===== config.mk =====
export PLATFORM = sky130hd
export DESIGN_NAME = inst_fetch_flat
export DESIGN_NICKNAME = d
export VERILOG_FILES = /design/src/rtl/rv_pkg.sv /design/src/rtl/inst_fetch_if.sv /design/src/rtl/inst_fetch_fetch_buf.sv /design/src/rtl/inst_fetch.sv /design/src/flat_wrapper.sv
export SDC_FILE = /design/constraint.sdc
export NUM_CORES = 1
export LEC_CHECK = 0
export BUFFER_PORTS_ARGS = -buffer_cell sky130_fd_sc_hd__buf_4
export CORE_MARGIN = 2
export CORE_UTILIZATION = 48
export DETAILED_ROUTE_END_ITERATION = 6
export PLACE_DENSITY = 0.8
export SKIP_CTS_REPAIR_TIMING = 1
export SLEW_MARGIN = 15
export SYNTH_ARGS = -nofsm -noshare
export SYNTH_HDL_FRONTEND = slang
export SYNTH_SLANG_ARGS = --single-unit

===== constraint.sdc =====
create_clock -name clk -period 3.2 [get_ports clk]
set_clock_uncertainty 0.15 [all_clocks]
set_input_delay 0.48 -clock clk [delete_from_list [all_inputs] [get_ports clk]]
set_output_delay 0.48 -clock clk [all_outputs]
set_load 0.02 [all_outputs]

===== src/rtl/rv_pkg.sv =====
// Shared definitions for the fetch front end.
//   XLEN         data/address width
//   RESET_PC     PC loaded on reset
//   INST_EBREAK  encoding that stops fetching
//   fetch_state_t  fetch FSM encoding (IDLE/RUN/HALT)
//   fetch_entry_t  one buffered {pc, inst} pair
package rv_pkg;

  localparam int XLEN = 32;

  localparam logic [XLEN-1:0] RESET_PC    = 32'h0000_0000;
  localparam logic [XLEN-1:0] INST_EBREAK = 32'h0010_0073;

  typedef enum logic [1:0] {
    IDLE = 2'd0,
    RUN  = 2'd1,
    HALT = 2'd2
  } fetch_state_t;

  typedef struct packed {
    logic [XLEN-1:0] pc;
    logic [XLEN-1:0] inst;
  } fetch_entry_t;

endpackage


===== src/rtl/inst_fetch_if.sv =====
// Fetch-to-decode handshake.
//   valid  head entry available (driven by fetch)
//   ready  decode accepts the head this cycle (driven by decode)
//   pc     head PC
//   inst   head instruction
interface inst_fetch_if;
  import rv_pkg::*;

  logic            valid;
  logic            ready;
  logic [XLEN-1:0] pc;
  logic [XLEN-1:0] inst;

  modport master (output valid, output pc, output inst, input ready);
  modport slave  (input valid, input pc, input inst, output ready);

endinterface


===== src/rtl/inst_fetch_fetch_buf.sv =====
// fetch_buf: 2-entry in-order {pc, inst} FIFO kept as a head register plus
// one tail register, so the head output keeps its last value once drained.
//   clk, rst_n  clock, synchronous active-low reset
//   enq, din    push din
//   deq         pop head (only meaningful while count != 0)
//   flush       drop all entries; wins over enq/deq
//   count       occupancy 0..2
//   head        oldest entry
module fetch_buf
  import rv_pkg::*;
(
  input  logic         clk,
  input  logic         rst_n,
  input  logic         enq,
  input  fetch_entry_t din,
  input  logic         deq,
  input  logic         flush,
  output logic [1:0]   count,
  output fetch_entry_t head
);

  fetch_entry_t tail;
  logic         tail_load;

  // The tail is written when a push lands behind a surviving head.
  assign tail_load = !flush && enq && ((!deq && count != 2'd0) || (deq && count == 2'd2));

  // NOTE: sequential state uses non-blocking assignments so every register
  // samples pre-edge values regardless of statement order.
  always_ff @(posedge clk) begin
    if (!rst_n) begin
      count <= 2'd0;
      head  <= '0;
    end else if (flush) begin
      count <= 2'd0;
    end else begin
      unique case ({enq, deq})
        2'b10: begin
          if (count == 2'd0) head <= din;
          count <= 2'(count + 2'd1);
        end
        2'b01: begin
          if (count == 2'd2) head <= tail;
          count <= 2'(count - 2'd1);
        end
        2'b11: begin
          // Simultaneous push/pop: occupancy unchanged, queue shifts by one.
          head <= (count == 2'd2) ? tail : din;
        end
        default: ;
      endcase
    end
  end

  // NOTE: the tail storage is not reset; count says whether it is live,
  // so its contents after reset never reach an output.
  always_ff @(posedge clk) begin
    if (tail_load) tail <= din;
  end

endmodule


===== src/rtl/inst_fetch.sv =====
// inst_fetch: instruction fetch stage sitting on inst_rom's CPU read port.
// Holds the PC, reads the ROM combinationally, buffers up to two fetched
// instructions and hands them to decode over a valid/ready handshake.
//   clk, rst_n      clock, synchronous active-low reset
//   boot_done       ROM image loaded; leave IDLE
//   rom_rd_en       ROM read enable
//   rom_addr        ROM byte address (always the PC)
//   rom_inst        ROM data, same cycle as rom_addr
//   redirect_valid  taken branch/jump from EX; flushes and reloads PC
//   redirect_pc     redirect target
//   id              decode handshake (master side)
//   halted          fetch stopped on HALT_INST
//   misalign_err    one-cycle pulse for a redirect target with pc[1:0] != 0
module inst_fetch
  import rv_pkg::*;
#(
  parameter logic [XLEN-1:0] RESET_PC  = rv_pkg::RESET_PC,
  parameter logic [XLEN-1:0] HALT_INST = rv_pkg::INST_EBREAK
) (
  input  logic                clk,
  input  logic                rst_n,
  input  logic                boot_done,
  output logic                rom_rd_en,
  output logic [XLEN-1:0]     rom_addr,
  input  logic [XLEN-1:0]     rom_inst,
  input  logic                redirect_valid,
  input  logic [XLEN-1:0]     redirect_pc,
  inst_fetch_if.master        id,
  output logic                halted,
  output logic                misalign_err
);

  fetch_state_t    state, state_next;
  logic [XLEN-1:0] pc, pc_next;
  logic            misalign_next;
  logic [1:0]      count;
  fetch_entry_t    head;
  logic            deq;
  logic            fetch;
  logic            is_halt;

  fetch_buf u_buf (
    .clk   (clk),
    .rst_n (rst_n),
    .enq   (fetch),
    .din   ('{pc: pc, inst: rom_inst}),
    .deq   (deq),
    .flush (redirect_valid),
    .count (count),
    .head  (head)
  );

  assign deq      = id.valid && id.ready;
  assign id.valid = (count != 2'd0);
  assign id.pc    = head.pc;
  assign id.inst  = head.inst;

  assign rom_addr  = pc;
  // A read is possible when a slot is free now or frees this cycle.
  assign rom_rd_en = (state == RUN) && ((count != 2'd2) || deq);
  assign fetch     = rom_rd_en && !redirect_valid;
  assign is_halt   = (rom_inst == HALT_INST);
  assign halted    = (state == HALT);

  // NOTE: every output of this block gets a default first, so no path
  // leaves a variable unassigned and no latch is inferred.
  always_comb begin
    state_next    = state;
    pc_next       = pc;
    misalign_next = 1'b0;

    unique case (state)
      IDLE:    if (boot_done) state_next = RUN;
      RUN:     if (fetch && is_halt) state_next = HALT;
      HALT:    ;
      default: state_next = IDLE;
    endcase

    // The halt instruction is buffered but the PC stays on it.
    if (fetch && !is_halt) pc_next = pc + XLEN'(4);

    // Redirect overrides everything and never moves the FSM.
    if (redirect_valid) begin
      state_next    = state;
      pc_next       = {redirect_pc[XLEN-1:2], 2'b00};
      misalign_next = |redirect_pc[1:0];
    end
  end

  always_ff @(posedge clk) begin
    if (!rst_n) begin
      state        <= IDLE;
      pc           <= RESET_PC;
      misalign_err <= 1'b0;
    end else begin
      state        <= state_next;
      pc           <= pc_next;
      misalign_err <= misalign_next;
    end
  end

endmodule


===== src/flat_wrapper.sv =====
// flat-port wrapper written by rule: the top's interface ports become plain ports
module inst_fetch_flat import rv_pkg::*;
#(
  parameter logic [XLEN-1:0] RESET_PC  = rv_pkg::RESET_PC,
  parameter logic [XLEN-1:0] HALT_INST = rv_pkg::INST_EBREAK
)
  (clk, rst_n, boot_done, rom_rd_en, rom_addr, rom_inst, redirect_valid, redirect_pc, halted, misalign_err, id_valid, id_pc, id_inst, id_ready);
  inst_fetch_if id_i ();
  input  logic clk;
  input  logic rst_n;
  input  logic boot_done;
  output logic rom_rd_en;
  output logic [XLEN-1:0] rom_addr;
  input  logic [XLEN-1:0] rom_inst;
  input  logic redirect_valid;
  input  logic [XLEN-1:0] redirect_pc;
  output logic halted;
  output logic misalign_err;
  output wire logic [$bits(id_i.valid)-1:0] id_valid;
  output wire logic [$bits(id_i.pc)-1:0] id_pc;
  output wire logic [$bits(id_i.inst)-1:0] id_inst;
  input wire logic [$bits(id_i.ready)-1:0] id_ready;
  assign id_valid = id_i.valid;
  assign id_pc = id_i.pc;
  assign id_inst = id_i.inst;
  assign id_i.ready = id_ready;
  inst_fetch #(.RESET_PC(RESET_PC), .HALT_INST(HALT_INST)) u_core (.clk(clk), .rst_n(rst_n), .boot_done(boot_done), .rom_rd_en(rom_rd_en), .rom_addr(rom_addr), .rom_inst(rom_inst), .redirect_valid(redirect_valid), .redirect_pc(redirect_pc), .id(id_i), .halted(halted), .misalign_err(misalign_err));
endmodule

**Word-level counts from Yosys, hierarchy flattened**

Index checks and enable logic that the tools add are counted.

- Register bits: 165
- Input port bits: 69
- Output and inout bits: 100
- Logic and storage cells: 62

- $add $sub $neg: 3
- Equal/unequal tests: 12
- Multiplexer cells: 10
- Bitwise logic cells: 3
- Reduce and logical (&&, ||, !) cells: 25

Operators with widths:

| kind | count |
|---|---|
| 64-bit two-way mux | 3 |
| 64-bit one-hot mux with 3 select lines | 1 |
| 32-bit two-way mux | 2 |
| 32-bit by 3-bit adder with 32-bit output (second input constant) | 1 |
| 32-bit by 21-bit equality test with 1-bit output (second input constant) | 1 |
| 2-bit != test (second input constant) | 5 |
| 1-bit logical AND | 9 |
| 2-bit equality test (second input constant) | 4 |
| 4-bit AND reduction | 2 |
| 2-bit one-hot mux with 3 select lines | 1 |
| 2-bit nonzero test | 3 |
| 2-bit by 1-bit equality test with 1-bit output (second input constant) | 2 |
| 2-bit zero test | 2 |
| 2-bit two-way mux | 2 |
| 2-bit one-hot mux with 2 select lines | 1 |
| 2-bit OR reduction | 2 |
| 1-bit zero test | 3 |
| 1-bit inverter | 3 |
| 3-bit nonzero test | 1 |
| 2-bit by 1-bit adder with 2-bit output (second input constant) | 1 |
| 1-bit logical OR | 2 |
| 2-bit AND reduction | 1 |
| 2-bit by 1-bit subtractor with 2-bit output (second input constant) | 1 |

**Longest topological paths before layout**

- Word-level depth: 8
- Mapped depth: 12
- Depth with buffers taken out: 10

**Hierarchy**

From an unflattened synthesis, not the netlist that was laid out.

- Cell total of the unflattened synthesis: 787
- Area total of the unflattened synthesis: 8186.6 sq um

By module, submodules not included:

| module | times used | cells each | area each (sq um) | sequential area each (sq um) |
|---|---|---|---|---|
| fetch_buf | 1 | 530 | 6103.4 | 3243.1 |
| inst_fetch | 1 | 257 | 2083.2 | 660.6 |

**Least setup slack after synthesis**

OpenSTA, ideal clock, no wires.

- Kind: input to register
- Start point: input port redirect_valid
- End point: register u_core.u_buf.tail[0] (netlist bit) (enable)
- Library setup time: 427 ps
- Data arrival time: 2529 ps
- Required time: 2623 ps
- Path slack: 94 ps
- Cell stages on the path: 5
- Buffers on the path: 1
- Cells stage by stage: clkbuf_1 -> inv_1 -> nand2_2 -> inv_1 -> and3_1

- Cells in the longest elaborated chain, start to end: 4

RTL lines:

| what | RTL line | RTL |
|---|---|---|
| start: declaration | flat_wrapper.sv:15 | `input logic redirect_valid;` |
| 1-bit zero test (*) | inst_fetch_fetch_buf.sv:26, inst_fetch.sv:61 |  |
| 1-bit logical AND | inst_fetch.sv:61 | `assign fetch = rom_rd_en && !redirect_valid;` |
| 1-bit logical AND (*) (2 in series) | inst_fetch_fetch_buf.sv:26 | `assign tail_load = !flush && enq && ((!deq && count != 2'd0) \|\| (deq && count == 2'd2));` |
| named net u_core.u_buf.tail_load | inst_fetch_fetch_buf.sv:23 | `logic tail_load;` |
| end signal: assignment | inst_fetch_fetch_buf.sv:58 | `if (tail_load) tail <= din;` |
| end: declaration | inst_fetch_fetch_buf.sv:22 | `fetch_entry_t tail;` |

The timed path passes the listed nets; every way through them passes the cells marked *.
A chain may end at the register's enable or synchronous reset.

**Worst setup path after layout**

- Start point: register u_core.state[0]
- End point: register, netlist name u_core.u_buf.head[44]

- Cells in the longest elaborated chain, start to end: 6
- Elaborated cells between the ends (all ways): 11
- Classes of those cells: eq/ne (6); mux (1); reduce/logical (4)

RTL lines:

| what | RTL line | RTL |
|---|---|---|
| start: declaration | inst_fetch.sv:33 | `fetch_state_t state, state_next;` |
| start signal: assignment | inst_fetch.sv:96 | `state <= state_next;` |
| 2-bit by 1-bit equality test with 1-bit output (*) | inst_fetch.sv:60 | `assign rom_rd_en = (state == RUN) && ((count != 2'd2) \|\| deq);` |
| 1-bit logical AND (*) | inst_fetch.sv:60 |  |
| 1-bit logical AND (*) | inst_fetch.sv:61 |  |
| 2-bit by 1-bit equality test with 1-bit output / 2-bit equality test (equally long branches) | inst_fetch_fetch_buf.sv:37 | `unique case ({enq, deq})` |
| 2-bit != test (no line) / 3-bit nonzero test (equally long branches) | -- |  |
| 4-bit AND reduction (no line) | -- |  |

Every way passes the cells marked *; elsewhere a longest branch is shown, timed or not.

==> impl_metrics.yaml <==
yosys:
  synthArstFlopShare_pct: 0
  syn-cell-area_um2: 6990
  syn_inst: 682
  syn_avg_cell_area_um2: 10.2
  synth_area_leaders: "dfxtp_1 28%, edfxtp_1 27%, a211oi_1 7.3%"
  yosysSeqAreaShare_pct: 54.4
  yosys.area.top_type_share_pct: 27.8
  yosysWarnings: 0
  synth-seq-cells: 159
  yosysTopAreaCell: "dfxtp_1"
  synth_cell_types: 62
  synthFlopType: "dfxtp_1"
  synth_edf_count: 62
critical_path:
  path_cells: "nor2b_1, nand2_1, inv_2, nand2_2, buf_4, inv_1, ha_1, a21oi_1, nor2_4, buf_4, a22oi_1, a211oi_1"
  crit_slowest_cell: "dfxtp_1"
  worstPathBufferInverterCount: 4
  crit_arrival_ps: 3140
  critical_path_class: "flip-flop to flip-flop"
  startpoint_type: "flip-flop"
  cp.required_ps: 3360
  cpPeakStageDelay_ps: 440
  rr_worst_depth: 12
  end_kind: "flip-flop"
  path_max_fanout: 17
  cp_top_family: "simple AND/OR/NAND/NOR gates"
  cp.depth: 12
  cp_common_cell: "buf_4"
placed_design:
  port_buffers: 164
  dpl.hpwl_um: 12500
  place.gp.congestion: 0.892
  place_ws_ps: 93.9
finish:
  n_fill_cell: 1205
  syn2layout_area_growth_pct: 28.5
  finalCoreUtilization_pct: 62.5
  multi_input_area_um2: 2900
  drive_above_1_share_pct: 28.0
  antennaDiodeCount: 0
  nets: 895
  ff_latch_area_um2: 3800
grt:
  grt-ovfl-total: 0
  antenna_found_initial: 0
  grt_pass1_wl_um: 30000
  track_usage_pct: 24.0
  grt_max_degree: 101
  first_global_vias: 5743
min_path:
  hold_depth: 1
  hold_class: "input pin to flip-flop"
floorplan:
  std_cell_rows: 44
  start_util_pct: 48.6
  core_um2: 14400
  dieArea_um2: 15500
  die_w_um: 125
  ios: 169
  fp.dieH_um: 125
clocking:
  ctsLongestPathBuffers: 2
  h-tree-depth: 4
  clock_latency_ps: 430
  path_clk_slew_ps: 60
  cts_tree: "built"
  cts-buffers-inserted: 17
  clock-sinks: 159
  root_buffer: "clkbuf_16"
timing:
  slew_headroom_pct: 54.5
  finalSetupViolations: 0
  setup_slack_ps: 219
  finalCritPeriodShare_pct: 93.1
  maxSlewViolCount: 0
  rsz0062_at_grt: "no"
  hold_viol: 0
  fmax_mhz: 336
  finalCriticalPeriod_ps: 2980
  tns_ps: 0
  tightest_slew_ps: 682
pwr:
  vdd_drop_max_v: 0.000347
  p_leak_nw: 3.36
  finalPower_mw: 5.00
  power_density_nw_per_um2: 557
flow_run:
  max-cap-violations: 0
drt:
  drc_errors: 0
  ant_nets: 0
  wire_per_inst_um: 18.6
  wl_um: 19000
  viasPerCell: 6.07
  dr.pass1.iters: 6
  dr_total_vias: 6188
  drt_iter0_markers: 585
run_status:
  status: "complete, no violations"
[metal layers]
| layer | GRT usage, % | routed length [µm] | up-vias |
|---|---|---|---|
| met4 | 9.05 | 403 | 0 |
| li1 | - | - | 2932 |
| met1 | 31.9 | 7910 | 2921 |
| met2 | 37.9 | 9130 | 303 |
| met3 | 6.36 | 1580 | 32 |
| met5 | 0 | 0 | - |
[logic make-up after synthesis]
family                     count (synthesis)  synth area share, %
AOI/OAI and AO/OA                        209                 21.4
and+or+nand+nor                          234                 18.2
DFF                                      159                 54.4
adders and majority gates                  3                0.537
muxes                                      3                0.483
other                                      1               0.0537
xor gates and xnor gates                   2                0.251
buffers and inverters                     71                 4.69
[cells in the final DEF, fill, tap and decap left out, types with 4 or more instances in the layout]
master / synthesis / layout
nand3_1: 20 / 20
a21oi_1: 12 / 11
o311ai_0: 4 / 4
nor4_1: 5 / 5
or3_1: 8 / 8
o21ai_1: 3 / 4
clkinvlp_4: 0 / 4
conb_1: 1 / 4
a311oi_1: 4 / 4
buf_4: 5 / 177
o31ai_1: 5 / 5
and4_1: 5 / 5
nand4_1: 19 / 19
nor3_1: 13 / 13
o31a_1: 4 / 4
nor4b_1: 7 / 7
o21ai_0: 24 / 23
dfxtp_1: 97 / 97
clkbuf_16: 0 / 20
inv_1: 7 / 7
and3_1: 12 / 11
a31oi_1: 9 / 9
nor2_1: 85 / 84
a211oi_1: 68 / 68
or4_1: 7 / 7
nor3b_1: 5 / 5
and2_1: 6 / 6
edfxtp_1: 62 / 62
a22oi_1: 62 / 62
nand2_1: 20 / 19
[worst reg2reg max path, stage by stage, from the launching register on]
cell and delay, ps:
dfxtp_1 440, nor2b_1 250, nand2_1 110, inv_2 70, nand2_2 60, buf_4 160
inv_1 80, ha_1 160, a21oi_1 160, nor2_4 410, buf_4 320, a22oi_1 140
a211oi_1 360
[worst paths after layout]
check	to	start	slack (ps)
setup / recovery	u_core.u_buf.head[44]	u_core.state[0]	220
hold / removal	u_core.u_buf.tail[1]	rom_inst[1]	100
setup reg to reg	u_core.u_buf.head[44]	u_core.state[0]	220
hold reg to reg	u_core.u_buf.head[16]	u_core.u_buf.head[16]	350
[sequential cells by signal, indices dropped and copies added, names as in the netlist]
name / count
u_core.u_buf.head: 62
u_core.rom_addr: 30
u_core.u_buf.tail: 62
u_core.state: 2
u_core.misalign_err: 1
u_core.u_buf.count: 2
[metrics by stage]
stage	instance area [µm²]	instances	hold slack (ps)
floorplan	7000	685	347
global placement	8350	987	339
detailed placement	8350	987	342
CTS	8970	1019	87.1
global route	8980	1020	83.8
finish	8980	1020	96.5
[Yosys cell counts (2+ instances only)]
| cell type | count |
|---|---|
| a211oi_1 | 68 |
| a21oi_1 | 12 |
| a22oi_1 | 62 |
| a311oi_1 | 4 |
| a31oi_1 | 9 |
| and2_1 | 6 |
| and3_1 | 12 |
| and4_1 | 5 |
| buf_2 | 16 |
| buf_4 | 5 |
| buf_6 | 3 |
| clkbuf_1 | 38 |
| dfxtp_1 | 97 |
| edfxtp_1 | 62 |
| ha_1 | 3 |
| inv_1 | 7 |
| inv_2 | 2 |
| mux2_2 | 2 |
| nand2_1 | 20 |
| nand2_2 | 2 |
| nand3_1 | 20 |
| nand3_2 | 2 |
| nand3b_1 | 2 |
| nand4_1 | 19 |
| nor2_1 | 85 |
| nor2b_1 | 3 |
| nor3_1 | 13 |
| nor3b_1 | 5 |
| nor4_1 | 5 |
| nor4b_1 | 7 |
| nor4bb_1 | 2 |
| o211ai_1 | 3 |
| o21ai_0 | 24 |
| o21ai_1 | 3 |
| o311ai_0 | 4 |
| o31a_1 | 4 |
| o31ai_1 | 5 |
| o41ai_1 | 2 |
| or2_2 | 3 |
| or3_1 | 8 |
| or4_1 | 7 |
[final cells by class]
cell class	instances	area share [%]
sequential	159	42.4
multi-input combinational	456	32.3
timing repair buffer	180	15.5
clock buffer	22	5.88
tap	184	2.56
clock inverter	10	1.07
inverter	9	0.376
[power by group]
group	leakage (nW)	internal [mW]	total [mW]	switching [mW]
Sequential	1.35	2.19	2.29	0.0943
Combinational	1.71	0.282	0.647	0.365
Clock	0.296	1.25	2.07	0.813
Total	3.36	3.73	5.00	1.27
Note: power is estimated with default switching activity, not from simulation.
